$ cat config.mk
export PLATFORM = sky130hd
export DESIGN_NAME = mul_addtree_pipe
export DESIGN_NICKNAME = d
export VERILOG_FILES = /design/src/rtl/mul_addtree_pkg.sv /design/src/rtl/mul_addtree_level.sv /design/src/rtl/mul_addtree_pipe.sv
export SDC_FILE = /design/constraint.sdc
export NUM_CORES = 1
export LEC_CHECK = 0
export ABC_AREA = 1
export CORE_MARGIN = 2
export CORE_UTILIZATION = 53
export DETAILED_ROUTE_END_ITERATION = 10
export GPL_TIMING_DRIVEN = 0
export PLACE_DENSITY = 0.77
export RECOVER_POWER = 50
export SYNTH_ARGS = -nofsm -noshare
export SYNTH_HDL_FRONTEND = slang
export SYNTH_HIERARCHICAL = 1
export SYNTH_SLANG_ARGS = --single-unit
$ cat constraint.sdc
create_clock -name clk -period 1.7 [get_ports clk]
set_clock_uncertainty 0.1 [all_clocks]
set_input_delay 0.51 -clock clk [delete_from_list [all_inputs] [get_ports clk]]
set_output_delay 0.51 -clock clk [all_outputs]
set_load 0.05 [all_outputs]
$ cat src/rtl/mul_addtree_pkg.sv
// mul_addtree_pkg: shared width default and latency helper for mul_addtree_pipe
package mul_addtree_pkg;
  localparam int DEF_WIDTH = 4;
  function automatic int clog2(input int v);
    int r = 0;
    while ((1 << r) < v) r++;
    return r;
  endfunction
  function automatic int latency(input int width);
    return clog2(width) + 1;
  endfunction
endpackage

$ cat src/rtl/mul_addtree_level.sv
// mul_addtree_level: one registered pairwise-adder level of the reduction tree
// ports: clk, clr (async active-low), en (advance), v_in/rows_in (N_IN rows of W bits),
//        v_out/rows_out (N_IN/2 registered pair sums, truncated to W bits)
module mul_addtree_level #(
  parameter int N_IN = 4,
  parameter int W = 8
) (
  input  logic                    clk,
  input  logic                    clr,
  input  logic                    en,
  input  logic                    v_in,
  input  logic [N_IN-1:0][W-1:0]  rows_in,
  output logic                    v_out,
  output logic [N_IN/2-1:0][W-1:0] rows_out
);
  always_ff @(posedge clk or negedge clr)
    if (!clr) begin
      v_out <= 1'b0;
      rows_out <= '0;
    end else if (en) begin
      v_out <= v_in;
      for (int j = 0; j < N_IN / 2; j++) rows_out[j] <= rows_in[2*j] + rows_in[2*j+1];
    end
endmodule

$ cat src/rtl/mul_addtree_pipe.sv
// mul_addtree_pipe: pipelined add-tree multiplier with valid/ready and global stall
// ports: clk, clr (async active-low), in_valid/in_ready/x/y (operands, WIDTH each),
//        out_valid/out_ready/out (2*WIDTH product), busy (any stage valid)
// MUL_ADDTREE_SIGNED_EN: when defined, x and y are two's complement
module mul_addtree_pipe
  import mul_addtree_pkg::*;
#(
  parameter int WIDTH = DEF_WIDTH
) (
  input  logic               clk,
  input  logic               clr,
  input  logic               in_valid,
  output logic               in_ready,
  input  logic [WIDTH-1:0]   x,
  input  logic [WIDTH-1:0]   y,
  output logic               out_valid,
  input  logic               out_ready,
  output logic [2*WIDTH-1:0] out,
  output logic               busy
);
  localparam int LEVELS = clog2(WIDTH);
  localparam int W2 = 2 * WIDTH;
  logic stall;
  logic v0;
  logic [W2-1:0] ext;
  logic [WIDTH-1:0][W2-1:0] pp, pp_q;
  // heap layout: node n = node 2n + node 2n+1; leaves are WIDTH..2*WIDTH-1, root is node 1
  logic [2*WIDTH-1:1][W2-1:0] node;
  logic [LEVELS:0] v;
  assign stall = out_valid & ~out_ready;
  assign in_ready = ~stall;
`ifdef MUL_ADDTREE_SIGNED_EN
  assign ext = {{WIDTH{x[WIDTH-1]}}, x};
`else
  assign ext = {{WIDTH{1'b0}}, x};
`endif
  always_comb begin
    for (int i = 0; i < WIDTH; i++) pp[i] = y[i] ? ext << i : '0;
`ifdef MUL_ADDTREE_SIGNED_EN
    // the sign bit of y carries negative weight
    pp[WIDTH-1] = y[WIDTH-1] ? -(ext << (WIDTH - 1)) : '0;
`endif
  end
  always_ff @(posedge clk or negedge clr)
    if (!clr) begin
      v0 <= 1'b0;
      pp_q <= '0;
    end else if (!stall) begin
      v0 <= in_valid;
      pp_q <= pp;
    end
  assign node[2*WIDTH-1:WIDTH] = pp_q;
  assign v[0] = v0;
  for (genvar k = 1; k <= LEVELS; k++) begin : g_lvl
    mul_addtree_level #(.N_IN(WIDTH >> (k - 1)), .W(W2)) u_lvl (
      .clk(clk),
      .clr(clr),
      .en(~stall),
      .v_in(v[k-1]),
      .rows_in(node[2*(WIDTH>>(k-1))-1 : (WIDTH>>(k-1))]),
      .v_out(v[k]),
      .rows_out(node[2*(WIDTH>>k)-1 : (WIDTH>>k)])
    );
  end
  assign out = node[1];
  assign out_valid = v[LEVELS];
  assign busy = |v;
endmodule

==> results.md <==
* Status: complete, but fails checks
* Failing checks: setup timing
* WL final at 5440 µm
* N_diodes at 0
* Sequential area share after synthesis at 38.2%
* Hold Crit Class: reg -> reg
* Total power at 5.31 mW
* Synth cell count leaders: nand2_1, inv_1, dfrtp_1
* Min Hold Slack at 0.378 ns
* TritonCTS clock tree: yes
* Period minus WS final at 1.86 ns
* Detail Route Antenna Nets at 0
* Ys Warns at 6
* GRT Total Usage at 19.8%
* Critical path capture point type: primary output
* Unrepaired setup endpoints after global routing: yes
* Grt ovf at 0
* Initial core utilization at 55.1%
* Post-synth ARST share at 100%
* Worst Tran Pin Value at 0.548 ns
* TNS Setup at -0.449 ns
* Vias in the first global route at 2,287
* Post-synth design cell area at 2810 µm²
* Dominant cell type by area after synthesis: dfrtp_1
* Pins Over Slew Limit at 0
* First-pass DRT Iterations at 5
* WL per Instance at 10.7 µm
* Initial antenna violation count at 0
* Via count at 2,433
* Vias per Instance at 4.79
* Tcrit/Tclk final at 109%
* Leak at 1.97 nW
* Critical path arrival at 1.25 ns
* Final Cell Area at 3410 µm²
* Most frequent cell after synthesis: nand2_1
* Final setup margin at -0.159 ns
* Die Y at 76.9 µm
* Placed cell area at 3210 µm²
* Critical path type: reg -> out
* Crit Path Max Fanout at 3
* Number of H-tree levels at 2
* Non-Filler Instances at 508
* Synth unique cells at 25
* R2R setup slack at 0.07 ns
* CP required at 1.09 ns
* Worst IR Drop VDD at 0.740 mV
* Initial DRC count at 95
* Fraction of final layout cells sized beyond drive strength 1 at 11.9%
* Post-synth EDFFs at 0
* Post-synth top area share at 38.2%
* Core Region at 5110 µm²
* Slew headroom at 63.5%
* Placed insts at 494
* Die width at 76.9 µm
* Clk Latency, worst-skew pair at 0.29 ns
* Clk sinks at 43
* Synth top area cells: dfrtp_1, nand2_1, ha_1, nand3_1, inv_1
* Deepest clock path buffer count at 2
* Final Setup Violations at 3
* PwrDens at 1560 nW/µm²
* Buffers on Ports at 22
* First-pass GRT wire length at 9490 µm
* Final core occ at 66.8%
* Post-synth top flop: dfrtp_1
* Largest net degree at the start of global routing at 35
* # nets final at 473
* Seq cells post-synth at 43
* Place WS at -1.06 ns
* Dpl hpwl at 4110 µm
* CTS root buf: clkbuf_8
* CTS buffer count at 5
* Max Freq at 538 MHz
* Die area at 5910 µm²
* Layout area overhead at 21.2%
* Row Count at 26
* Final Hold Vio Count at 0
* Reg clk slew, reported paths at 0.07 ns
* I/O pin cnt at 23
* # DRC at 0
* Mean Syn Cell Area at 7.33 µm²
* Placer Congestion at 0.814
* Worst setup SP type: flip-flop
* Max cap viols at 0
* Syn Inst Count at 384
## cell usage in the layout, fill, tap and decap left out, drive strengths merged
cell,count
buf,13
a21oi,10
o21ai,12
clkbuf,10
or2,6
conb,18
nor2,15
clkdlybuf4s50,9
nand3b,6
clkinv,1
dlygate4sd2,2
clkdlybuf4s15,8
fa,3
dfrtp,43
dlygate4sd3,1
nand3,42
ha,21
inv,53
nand2,160
xnor2,3
and2,2
## flip-flops by register name, indices dropped and copies added (netlist names)
register and flops:
node 16, g_lvl.u_lvl/rows_out 24, v0 1, g_lvl.u_lvl/v_out 2
## area by class of cell
class                           count  area (µm²)
Inverter                           53         206
Tap cell                           70        87.6
Clock buffer                        7        86.3
Buffer                              7        96.3
Timing Repair Buffer               29         294
Multi-Input combinational cell    298        1550
Clock inverter                      1        8.76
Fill cell                         459        1700
Sequential cell                    43        1080
## kinds of logic (layout without fill, tap and decap cells)
family | after synthesis | count (layout) | synth area share, %
AOI/OAI and AO/OA | 22 | 22 | 3.91
xor gates and xnor gates | 3 | 3 | 0.934
adders and majority gates | 24 | 24 | 11.5
buffers and inverters | 61 | 97 | 10.0
and+or+nand+nor | 230 | 231 | 35.3
DFF | 43 | 43 | 38.2
other | 1 | 18 | 0.133
## critical path, stage by stage (launching register included)
cell     delay (ns)
dfrtp_2        0.43
buf_12         0.13
buf_8          0.11
nor2_4         0.09
nand2_4        0.05
buf_8          0.14
## metal layers
layer  GRT usage (%)  wire [µm]
met4            6.55        113
met2            35.3       2670
met1            23.7       2480
met5               0          0
met3            4.00        183
## report_power, final
group / leakage, nW / internal, mW / switching [mW] / total [mW]
registers: 0.527 / 1.40 / 0.254 / 1.66
logic: 1.39 / 1.19 / 1.79 / 2.99
clock network: 0.0484 / 0.333 / 0.333 / 0.666
## path summary, 6_finish.rpt
| kind | startpoint | endpoint | cells past startpoint |
|---|---|---|---|
| setup / recovery | g_lvl[2].u_lvl/v_out$_DFFE_PN0P_ | busy | 5 |
| hold / removal | g_lvl[2].u_lvl/rows_out[0]$_DFFE_PN0P_ | g_lvl[2].u_lvl/rows_out[0]$_DFFE_PN0P_ | 2 |
| setup reg to reg | g_lvl[2].u_lvl/v_out$_DFFE_PN0P_ | g_lvl[1].u_lvl/rows_out[14]$_DFFE_PN0P_ | 9 |
| hold reg to reg | g_lvl[2].u_lvl/rows_out[0]$_DFFE_PN0P_ | g_lvl[2].u_lvl/rows_out[0]$_DFFE_PN0P_ | 2 |
| max in group asynchronous | clr | g_lvl[2].u_lvl/v_out$_DFFE_PN0P_ | 3 |
| min in group asynchronous | clr | g_lvl[2].u_lvl/rows_out[7]$_DFFE_PN0P_ | 2 |
## timing repair
action                                 4_1_cts  5_1_grt
resized for setup                           48       14
pin swaps                                    3        2
cloned                                       1        0
endpoints found under the hold margin        9        0
buffers inserted                             4        1
setup endpoints to repair                   31       24
hold buffers                                 1        0
Note: power is estimated with default switching activity, not from simulation.
